## src/rtl/mult_pkg.sv

```systemverilog
// Shared types and constants for the shift-and-add multiplier and its adder slices.
package mult_pkg;

  typedef enum logic [1:0] {IDLE, RUN, DONE} mult_state_t;

  localparam int unsigned ADD_SLICE_W = 4;

endpackage

```

## src/rtl/rippercarryadder.sv

```systemverilog
// 4-bit ripple-carry adder slice; chained through cin0/cout for wider adds.
module rippercarryadder
  import mult_pkg::*;
(
  input  logic [ADD_SLICE_W-1:0] A,
  input  logic [ADD_SLICE_W-1:0] B,
  input  logic                   cin0,
  output logic [ADD_SLICE_W-1:0] sum,
  output logic                   cout
);

  logic [ADD_SLICE_W:0] c;

  always_comb begin
    c    = '0;
    sum  = '0;
    c[0] = cin0;
    for (int i = 0; i < ADD_SLICE_W; i++) begin
      sum[i]   = A[i] ^ B[i] ^ c[i];
      c[i + 1] = (A[i] & B[i]) | (A[i] & c[i]) | (B[i] & c[i]);
    end
    cout = c[ADD_SLICE_W];
  end

endmodule

```

## src/rtl/shift_add_multiplier.sv

```systemverilog
// Sequential unsigned shift-and-add multiplier: one conditional add + right shift per cycle,
// WIDTH steps per product, single-cycle done pulse with the product held until the next start.
module shift_add_multiplier
  import mult_pkg::*;
#(
  parameter int unsigned WIDTH = 4
) (
  input  logic                 clk,
  input  logic                 reset,
  input  logic                 start,
  input  logic [WIDTH-1:0]     A,
  input  logic [WIDTH-1:0]     B,
  output logic [2*WIDTH-1:0]   product,
  output logic                 busy,
  output logic                 done
);

  localparam int unsigned NSLICE = WIDTH / ADD_SLICE_W;
  localparam int unsigned CW     = (WIDTH > 1) ? $clog2(WIDTH) : 1;
  localparam logic [CW-1:0] LAST = CW'(WIDTH - 1);

  mult_state_t        state;
  logic [WIDTH-1:0]   m_q;
  logic [WIDTH-1:0]   acc_q;
  logic [WIDTH-1:0]   q_q;
  logic [CW-1:0]      count_q;

  logic [WIDTH-1:0]   addend;
  logic [WIDTH-1:0]   sum;
  logic [NSLICE:0]    carry;
  logic [2*WIDTH-1:0] shifted;

  assign addend   = q_q[0] ? m_q : '0;
  assign carry[0] = 1'b0;

  for (genvar k = 0; k < NSLICE; k++) begin : g_slice
    rippercarryadder u_add (
      .A    (acc_q[k*ADD_SLICE_W +: ADD_SLICE_W]),
      .B    (addend[k*ADD_SLICE_W +: ADD_SLICE_W]),
      .cin0 (carry[k]),
      .sum  (sum[k*ADD_SLICE_W +: ADD_SLICE_W]),
      .cout (carry[k + 1])
    );
  end

  // {carry, sum, Q} >> 1: the top-slice carry lands in the acc MSB, Q[0] drops out.
  assign shifted = {carry[NSLICE], sum, q_q[WIDTH-1:1]};

  always_ff @(posedge clk or posedge reset) begin
    if (reset) begin
      state   <= IDLE;
      m_q     <= '0;
      acc_q   <= '0;
      q_q     <= '0;
      count_q <= '0;
      product <= '0;
      busy    <= 1'b0;
      done    <= 1'b0;
    end else begin
      unique case (state)
        IDLE, DONE: begin
          done <= 1'b0;
          if (start) begin
            m_q     <= A;
            q_q     <= B;
            acc_q   <= '0;
            count_q <= '0;
            busy    <= 1'b1;
            state   <= RUN;
          end else begin
            state <= IDLE;
          end
        end
        RUN: begin
          acc_q   <= shifted[2*WIDTH-1:WIDTH];
          q_q     <= shifted[WIDTH-1:0];
          count_q <= count_q + CW'(1);
          if (count_q == LAST) begin
            product <= shifted;
            busy    <= 1'b0;
            done    <= 1'b1;
            state   <= DONE;
          end
        end
        default: state <= IDLE;
      endcase
    end
  end

endmodule

```

## config.mk

```make
export PLATFORM = sky130hd
export DESIGN_NAME = shift_add_multiplier
export DESIGN_NICKNAME = d
export VERILOG_FILES = /design/src/rtl/mult_pkg.sv /design/src/rtl/rippercarryadder.sv /design/src/rtl/shift_add_multiplier.sv
export SDC_FILE = /design/constraint.sdc
export NUM_CORES = 1
export LEC_CHECK = 0
export BUFFER_PORTS_ARGS = -buffer_cell sky130_fd_sc_hd__buf_2
export CORE_MARGIN = 4
export CORE_UTILIZATION = 31
export CTS_BUF_LIST = sky130_fd_sc_hd__clkbuf_8
export DETAILED_ROUTE_END_ITERATION = 10
export GPL_ROUTABILITY_DRIVEN = 0
export MAX_ROUTING_LAYER = met4
export SYNTH_ARGS = -nofsm -noshare
export SYNTH_HDL_FRONTEND = slang
export SYNTH_SLANG_ARGS = --single-unit
```

## constraint.sdc

```tcl
create_clock -name clk -period 4.1 [get_ports clk]
set_clock_uncertainty 0.05 [all_clocks]
set_input_delay 0.615 -clock clk [delete_from_list [all_inputs] [get_ports clk]]
set_output_delay 0.615 -clock clk [all_outputs]
set_load 0.02 [all_outputs]
```

==> summary.txt <==
Synth unique cells -> 28
Largest net degree at the start of global routing -> 27
Mean Syn Cell Area -> 11.9 um2
Hold worst-path end -> product[4]
Most frequent cells in the layout -> dfrtp_1 (26), nand2_1 (21), buf_2 (20)
CTS tree -> built
Core area -> 3970 um2
Setup Fix Bufs, Post-CTS -> 0
Netlist Area Pre-Place -> 1270 um2
Post-CTS Hold Fix Bufs -> 0
CP Class -> flop to flop
Hold Path Class -> flop to flop
Die Ht -> 72.0 um
Mapped Cells -> 107
Crit path cell chain -> and2_1 -> ha_1 -> inv_1 -> fa_1 -> inv_1 -> fa_1 -> inv_1 -> fa_1 -> o21ai_0 -> a22o_1
Outcome -> finished, final reports clean
Port bufs -> 20
Root buf cell -> clkbuf_8
Hold Path Origin -> product[4]
Final Setup Violations -> 0
Fmax -> 457 MHz
Post-synth top area share -> 0.512
Max_slew headroom -> 0.345
Placed Cells -> 173
DIE WIDTH -> 72.0 um
Setup WS pre-CTS -> 1910 ps
Die ar. -> 5190 um2
Initial Util -> 0.320
First-pass GRT wire length -> 3860 um
Worst Setup Start Kind -> flop
Max stage delay on crit path -> 400 ps
Clock transition at path regs -> 90 ps
Nets -> 144
Synth area leaders -> dfrtp_1 (51%), nand2_1 (6.2%), o21ai_2 (4.8%), fa_1 (4.7%), o22ai_2 (3.9%)
CTS Buffer Depth -> 2
CP delay by family, top -> adder cells
Critical Path Fanout Max -> 5
CP bufs+invs -> 3
1st-pass router iterations -> 4
Share of layout cells above drive strength 1 -> 0.386
Period utilization -> 0.534
Vias in the first global route -> 863
CP Capture Type -> flop
Antenna-violating nets left -> 0
Number of max-cap violations -> 0
Flops & latches, synth -> 26
Gr usage total -> 0.100
R2R depth -> 10
Clock sinks -> 26
Iter 0 DRT Violations -> 29
Via density -> 4.40
Arr. time, crit path -> 2360 ps
Slew @ Worst Pin -> 981 ps
CP max stage cell -> dfrtp_1
Setup TNS -> 0 ps
Maximum VDD drop -> 215 uV
Initial antenna violation count -> 0
Routed WL per cell -> 12.4 um
Clock latency on the worst-skew pair -> 280 ps
Leakage -> 0.735 nW
Area leader, netlist -> dfrtp_1
Reg2Reg Capture Point -> acc_q[3]
Min-Delay Path Depth -> 2
Final WL -> 2200 um
Tmin final -> 2190 ps
Antenna cells -> 0
Worst Path Required -> 4270 ps
CTS H-tree depth -> 1
Slew Viols, Final -> 0
Final Power -> 0.00116 W
Post-DP HPWL -> 1640 um
Overflow after GRT -> 0
Commonest non-fill, non-tap cell in the layout -> dfrtp_1
CTS resizes -> 0
Non-Filler Instances -> 177
Endpoints failing hold -> 0
Drc violations -> 0
FF-to-FF setup slack -> 1910 ps
Layout area overhead -> 14.2%
FP Rows -> 23
Fin worst setup slack -> 1910 ps
I/O Pins -> 21
Power per cell area -> 798 nW/um2
Crit Reg-Reg Startpoint -> q_q[0]
Final core utilization -> 0.365
Via count -> 779
RSZ-0062 raised after global routing -> false
TritonCTS Buffers -> 3
Synthesized Nets -> 123
Warnings from Yosys -> 0
Register area share after synthesis -> 0.512
[kinds of logic after synthesis]
family          Yosys count  share of synthesized area
fa+ha+maj                 5                     0.0669
flops                    26                      0.512
mux                       2                     0.0207
simple gates             33                      0.142
compound gates           25                      0.181
buf+inv                  16                     0.0778
[tightest hold or removal path, stage by stage (launching register included)]
cell and delay (ps):
dfrtp_1 350, nand2_1 60, o21ai_2 50
[area by class of cell]
| class | count | area, um2 |
|---|---|---|
| tap | 50 | 62.6 |
| clock inverter | 1 | 30.0 |
| inverter | 12 | 45.0 |
| multi-input combinational | 65 | 522 |
| sequential | 26 | 651 |
| clock buffer | 3 | 41.3 |
| timing repair buffer | 20 | 100 |
| fill | 421 | 2520 |
[flip-flops by register name (all words and copies together) (netlist names)]
register  cells
m_q           4
busy          1
done          1
q_q           4
acc_q         4
product       8
state         2
count_q       2
[synth_stat cells, drive strengths merged]
cell / number
ha: 2
buf: 4
fa: 3
nor2: 2
a22o: 2
o21a: 1
nor2b: 1
dfrtp: 26
mux2: 2
o2bb2ai: 3
o22ai: 4
nand2: 24
nand2b: 2
inv: 12
and2b: 1
a21o: 2
and2: 2
nand3b: 1
a21oi: 4
o21ai: 9
[power by group]
part / leakage, nW / internal, W / switching (W) / total [W]
sequential: 0.321 / 0.000368 / 0.0000809 / 0.000449
clock: 0.0357 / 0.000131 / 0.0000842 / 0.000215
combinational: 0.378 / 0.000210 / 0.000285 / 0.000494
[worst max path at each step]
stage | end | start | cells past startpoint
2_1_floorplan | acc_q[3] | q_q[0] | 10
3_3_place_gp | acc_q[3] | q_q[0] | 10
3_5_place_dp | acc_q[3] | q_q[0] | 10
4_1_cts | acc_q[3] | q_q[0] | 10
5_1_grt | acc_q[3] | q_q[0] | 10
6_report | acc_q[3] | q_q[0] | 10
[per-layer routing]
layer,GRT usage,routed length [um],up-vias
met5,-,0,-
met4,0.0564,55,0
met3,0.0194,108,4
met2,0.162,1010,18
met1,0.117,1030,369
li1,-,-,388
[per-stage QoR]
stage	area [um2]	hold slack, ps
after floorplan	1270	388
after global placement	1380	405
final	1450	430
after CTS	1450	438
after global routing	1450	456
after detailed placement	1380	416
(Power assumes the default switching activity.)
